$ cat config.mk
export PLATFORM = sky130hd
export DESIGN_NAME = sr_ff_driver
export DESIGN_NICKNAME = d
export VERILOG_FILES = /design/src/rtl/sr_ff_drv_pkg.sv /design/src/rtl/sr_phase_timer.sv /design/src/rtl/sr_ff_driver.sv
export SDC_FILE = /design/constraint.sdc
export NUM_CORES = 1
export LEC_CHECK = 0
export ABC_AREA = 1
export CAP_MARGIN = 40
export CORE_ASPECT_RATIO = 0.75
export CORE_MARGIN = 2
export CORE_UTILIZATION = 32
export DETAILED_ROUTE_END_ITERATION = 6
export GPL_TIMING_DRIVEN = 0
export PLACE_DENSITY_LB_ADDON = 0.05
export SYNTH_ARGS = -nofsm -noshare
export SYNTH_HDL_FRONTEND = slang
export SYNTH_SLANG_ARGS = --single-unit
export TNS_END_PERCENT = 20
$ cat constraint.sdc
create_clock -name clk -period 1.3 [get_ports clk]
set_input_delay 0.13 -clock clk [delete_from_list [all_inputs] [get_ports clk]]
set_output_delay 0.13 -clock clk [all_outputs]
set_load 0.005 [all_outputs]
$ cat src/rtl/sr_ff_drv_pkg.sv
// Shared types and limits for the SR flip-flop command driver.
package sr_ff_drv_pkg;

   // Driver FSM states, 2-bit encoding.
   typedef enum logic [1:0] {
      IDLE   = 2'd0,
      PULSE  = 2'd1,
      SETTLE = 2'd2,
      CHECK  = 2'd3
   } state_t;

   localparam int CNT_W        = 4;
   localparam int PULSE_W_MAX  = 15;
   localparam int SETTLE_W_MAX = 15;

   // Clamp a phase width into 1..max so an out-of-range parameter cannot
   // produce a zero-length or wrapped phase.
   function automatic int clamp_width(input int w, input int max_w);
      if (w < 1)
         return 1;
      else if (w > max_w)
         return max_w;
      else
         return w;
   endfunction

   // The timer counts down to zero, so a phase of w cycles loads w-1.
   function automatic logic [CNT_W-1:0] phase_load(input int w);
      return CNT_W'(w - 1);
   endfunction

endpackage

$ cat src/rtl/sr_phase_timer.sv
// Loadable down-counter with zero flag; times the PULSE and SETTLE phases.
module sr_phase_timer
   import sr_ff_drv_pkg::*;
(
   input  logic             clk,
   input  logic             rstn,
   input  logic             load,
   input  logic [CNT_W-1:0] load_val,
   input  logic             run,
   output logic             zero
);

   logic [CNT_W-1:0] count;

   assign zero = (count == '0);

   // Reload on state entry, otherwise count down and hold at zero (no wrap).
   always_ff @(posedge clk) begin
      // NOTE: sequential state uses non-blocking assignments so every register
      // samples pre-edge values, independent of process ordering.
      if (rstn)
         count <= '0;
      else if (load)
         count <= load_val;
      else if (run && !zero)
         count <= count - 1'b1;
   end

endmodule

$ cat src/rtl/sr_ff_driver.sv
// Command-side driver for SR flip-flop cells: turns a valid/ready set/clear
// request into a bounded S or R pulse, then checks q/qbar feedback.
// Optional feature macro: SR_FF_DRV_SKIP_REDUNDANT_EN -- when defined, a
// command whose value already matches the cell feedback at accept skips the
// pulse and settle phases and goes straight to the check.
module sr_ff_driver
   import sr_ff_drv_pkg::*;
#(
   parameter int PULSE_W  = 2,
   parameter int SETTLE_W = 1
)(
   input  logic clk,
   input  logic rstn,
   input  logic req_valid,
   input  logic req_set,
   output logic req_ready,
   output logic S,
   output logic R,
   input  logic q_fb,
   input  logic qbar_fb,
   output logic done,
   output logic err
);

   localparam int PULSE_W_C  = clamp_width(PULSE_W, PULSE_W_MAX);
   localparam int SETTLE_W_C = clamp_width(SETTLE_W, SETTLE_W_MAX);
   localparam logic [CNT_W-1:0] PULSE_LOAD  = phase_load(PULSE_W_C);
   localparam logic [CNT_W-1:0] SETTLE_LOAD = phase_load(SETTLE_W_C);

   state_t           state;
   state_t           state_nxt;
   logic             latched_set;
   logic             pulse_set;
   logic             accept;
   logic             fb_redundant;
   logic             mismatch;
   logic             err_q;
   logic             tmr_load;
   logic [CNT_W-1:0] tmr_val;
   logic             tmr_run;
   logic             tmr_zero;

   assign req_ready = (state == IDLE);
   assign accept    = req_valid && req_ready;

`ifdef SR_FF_DRV_SKIP_REDUNDANT_EN
   assign fb_redundant = (q_fb == req_set) && (qbar_fb == ~req_set);
`else
   assign fb_redundant = 1'b0;
`endif

   // Both-equal feedback (0/0 or 1/1) never matches a legal pattern, so it
   // falls out of this comparison as a mismatch too.
   assign mismatch = (state == CHECK) &&
                     ((q_fb != latched_set) || (qbar_fb != ~latched_set));

   // Sticky error is visible in the CHECK cycle itself and held afterwards.
   assign err = err_q | mismatch;

   // The value driven during PULSE: the incoming request on the accept
   // cycle, the latched command afterwards.
   assign pulse_set = (state == IDLE) ? req_set : latched_set;

   sr_phase_timer u_timer (
      .clk      (clk),
      .rstn     (rstn),
      .load     (tmr_load),
      .load_val (tmr_val),
      .run      (tmr_run),
      .zero     (tmr_zero)
   );

   // Next-state and timer control; the timer reloads on every state entry.
   always_comb begin
      // NOTE: every output of this block gets a default first, so no path
      // leaves a signal unassigned and no latch is inferred.
      state_nxt = state;
      tmr_load  = 1'b0;
      tmr_val   = '0;
      tmr_run   = 1'b0;
      unique case (state)
         IDLE: begin
            if (accept) begin
               tmr_load = 1'b1;
               if (fb_redundant) begin
                  state_nxt = CHECK;
               end else begin
                  state_nxt = PULSE;
                  tmr_val   = PULSE_LOAD;
               end
            end
         end
         PULSE: begin
            tmr_run = 1'b1;
            if (tmr_zero) begin
               state_nxt = SETTLE;
               tmr_load  = 1'b1;
               tmr_val   = SETTLE_LOAD;
            end
         end
         SETTLE: begin
            tmr_run = 1'b1;
            if (tmr_zero) begin
               state_nxt = CHECK;
               tmr_load  = 1'b1;
            end
         end
         CHECK: begin
            state_nxt = IDLE;
            tmr_load  = 1'b1;
         end
         default: state_nxt = IDLE;
      endcase
   end

   // State register and command latch.
   always_ff @(posedge clk) begin
      if (rstn) begin
         state       <= IDLE;
         latched_set <= 1'b0;
      end else begin
         state <= state_nxt;
         if (accept)
            latched_set <= req_set;
      end
   end

   // Registered strobes and done, decoded from the next state so they line
   // up with the state they belong to; S and R are mutually exclusive.
   always_ff @(posedge clk) begin
      if (rstn) begin
         S    <= 1'b0;
         R    <= 1'b0;
         done <= 1'b0;
      end else begin
         S    <= (state_nxt == PULSE) &&  pulse_set;
         R    <= (state_nxt == PULSE) && !pulse_set;
         done <= (state_nxt == CHECK);
      end
   end

   // Sticky feedback error, cleared only by reset.
   always_ff @(posedge clk) begin
      if (rstn)
         err_q <= 1'b0;
      else if (mismatch)
         err_q <= 1'b1;
   end

endmodule

==> run_results.csv, run 1 <==
group,metric,value,unit
outcome,outcome,"finished clean",
clock_tree,h-tree-depth,1,
place,port-buffer-count,10,
drt,wl_per_cell,10.1,um
worst_setup_path,cp_cell_sequence,"inv_6 > ha_4 > nand3_2 > nand2_1 > nand2_2 > a21oi_1 > nor2_1",
sta,setup_viol,0,
place,placed_area,731,um2
layout,antenna_cells,0,
power_and_ir_drop,vdd_drop_max,932,uV
clock_tree,cts_tree,"built",
sta,fin_crit_sh,0.971,
synthesis,ys_warn_count,0,
sta,skew,0.00646,ns
worst_setup_path,worstSetupPathType,"flop to flop",
place,place_inst,117,
worst_setup_path,reg2reg_slack,0.04,ns
sta,rsz0062_at_grt,"yes",
layout,fill_cells,174,
sta,period_minus_slack,1.26,ns
synthesis,synth_compound_area_frac,0.0934,
synthesis,synthMuxAreaShare,0,
layout,stdcell_count,123,
floorplanning,num_rows,13,
synthesis,syn_area_per_cell,7.10,um2
worst_setup_path,rr_startpoint,"state[1]$_SDFF_PP0_",
sta,relSlewSlack,0.857,
grt,first_global_vias,468,
synthesis,synth-seq-cells,11,
drt,vias,537,
clock_tree,cts.clk_slew.worst_paths,0.07,ns
sta,worst_slew_pin_slew,0.212,ns
sta,hold_viol,0,
drt,vias_per_cell,4.37,
layout,fin_util,0.501,
synthesis,synth_nets,97,
synthesis,synth_xor_area_frac,0.0145,
drt,antenna_left,0,
grt,grt_max_degree,7,
clock_tree,hold_buffers,0,
layout,drive_gt1_frac,0.337,
hold_path,min_to,"err_q$_SDFFE_PP0P_",
drt,totalWireLength,1.25,mm
clock_tree,clock_latency,0.27,ns
worst_setup_path,cp_max_fo,4,
floorplanning,die_area,2250,um2
floorplanning,core-area,1760,um2
clock_tree,clock_sinks,11,
floorplanning,start_util,0.343,
hold_path,hold_path.class,"flop to flop",
flow_run,maxCapViolations,0,
layout,area.growth.synth_to_final,45.9,%
layout,layout.nets,114,
worst_setup_path,slowest_delay,0.40,ns
hold_path,min_path_cells,2,
synthesis,ys_types,16,
floorplanning,fp.dieH,41.6,um
drt,drc,0,
synthesis,synth_fa_ha_area_frac,0.124,
worst_setup_path,cp-end-kind,"flop",
worst_setup_path,required,1.47,ns
grt,grtUsageTotal,0.130,
sta,slew_violations,0,
clock_tree,cts_root_buf,"clkbuf_4",
worst_setup_path,crit_slowest_cell,"dfxtp_4",
synthesis,ys_seq_area_frac,0.365,
layout,fin_area,880,um2
sta,timing.fmax,793,MHz
clock_tree,cts_buffers,3,
place,dp_hpwl,892,um
power_and_ir_drop,leakage,0.375,nW
place,gp_congestion,0.778,
hold_path,min-delay-start,"err_q$_SDFFE_PP0P_",
synthesis,synthCells,85,
synthesis,synth_top_family_by_area,"simple AND/OR/NAND/NOR gates",
grt,overflow,0,
layout,regArea,230,um2
grt,grt_pass1_wl,2.00,mm
worst_setup_path,r2r_cells,7,
worst_setup_path,arrival,1.43,ns
worst_setup_path,r2r_end,"u_timer.count[0]$_SDFFE_PP0P_",
floorplanning,ios,11,
drt,firstDrtPassIters,4,
synthesis,synthSimpleGateAreaFrac,0.322,
sta,setup_tns,0,ns
synthesis,netlist_area,603,um2
layout,multiInputGateArea,429,um2
worst_setup_path,crit_path_start_kind,"flop",
drt,first_iter_violations,6,
grt,antenna_found_initial,0,
power_and_ir_drop,power.density,2000,nW/um2
floorplanning,die_x,54.1,um
clock_tree,cts_buffer_depth,2,
[cells by family (layout without fill, tap and decap cells)]
group           after synthesis  in the layout
compound gates               10             10
xor+xnor                      1              1
fa+ha+maj                     6              6
buf+inv                      13             29
flops                        11             11
simple gates                 44             44
[registers in the layout, summed over array words and instances, names as in the netlist]
name	cells
err_q	1
state	2
done	1
u_timer.count	4
S	1
R	1
latched_set	1
[cell usage in the layout, fill, tap and decap left out, types with 2 or more instances in the layout]
cell type	n
nand3_2	2
inv_1	9
dfxtp_1	7
clkdlybuf4s50_1	8
nand2_1	17
nor2_1	7
nand3_1	6
clkbuf_4	3
nor2_2	3
ha_4	4
a21oi_2	3
dfxtp_4	2
buf_4	2
dfxtp_2	2
inv_2	2
ha_1	2
a21oi_1	5
nand2_2	6
[stage by stage]
step / hold WS, ns / setup slack, ns / power (mW)
6_report: 0.463 / 0.0383 / 1.76
5_1_grt: 0.500 / -0.0327 / 1.94
4_1_cts: 0.449 / -0.0386 / 1.56
3_5_place_dp: 0.456 / -0.216 / 1.25
3_3_place_gp: 0.450 / -0.276 / 1.26
2_1_floorplan: 0.199 / 0.0774 / 1.04
[cells in the mapped netlist (all sizes together)]
master  number  area [um2]
nand2       24        95.1
xnor2        1        8.76
dfxtp       11         220
nand3        9        50.1
or2          1        6.26
o21ai        1        5.00
o211ai       1        7.51
inv         13        48.8
nor2        10        42.5
a21oi        8        43.8
ha           6        75.1
[layout make-up]
type | count | share of cell area
multi-input cells | 61 | 0.488
flip-flops and latches | 11 | 0.262
repair buffers | 12 | 0.125
inverters | 13 | 0.0640
well taps | 22 | 0.0313
clock buffers | 4 | 0.0299
[critical path: cells and delay by family (launching register included)]
| family | cells | cell delay [ns] |
|---|---|---|
| AOI/OAI and AO/OA | 1 | 0.13 |
| adders and majority gates | 1 | 0.27 |
| buffers and inverters | 1 | 0.06 |
| DFF | 1 | 0.40 |
| and+or+nand+nor | 4 | 0.31 |
[layer usage]
layer,track usage,vias up,routed length (um)
li1,-,299,-
met1,0.187,226,665
met2,0.149,8,498
met3,0.0755,4,56
met4,0.0600,0,25
met5,0,-,0
[timing repair]
action,4_1_cts,5_1_grt
buffers inserted,1,1
gates resized for setup,15,22
pin swaps,2,8
endpoints found under the hold margin,0,0
gates cloned,0,0
endpoints found under the setup margin,11,11
[worst max path at each step]
stage	from	to	cells after the start
detailed placement	q_fb	err	5
finish	state[1]$_SDFF_PP0_	u_timer.count[0]$_SDFFE_PP0P_	7
global route	u_timer.count[0]$_SDFFE_PP0P_	S$_SDFF_PP0_	9
CTS	state[0]$_SDFF_PP0_	err	4
global placement	q_fb	err	5
floorplan	state[1]$_SDFF_PP0_	u_timer.count[0]$_SDFFE_PP0P_	7
[report_power, final]
group | total [mW] | internal (mW) | switching, mW
combinational | 1.03 | 0.455 | 0.572
clock | 0.233 | 0.119 | 0.114
sequential | 0.499 | 0.431 | 0.0685
Note: power is estimated with default switching activity, not from simulation.
==> inputs of run 2 (changes only) <==
- SLEW_MARGIN: unset -> 20
==> results of run 2 <==
Same layout as run 1: the final DEF is identical, and so are final timing and power.
==> inputs of run 3 (changes only) <==
- ABC_CLOCK_PERIOD_IN_PS: unset -> 1300
==> results of run 3 <==
Same layout as run 1: the final DEF is identical, and so are final timing and power.
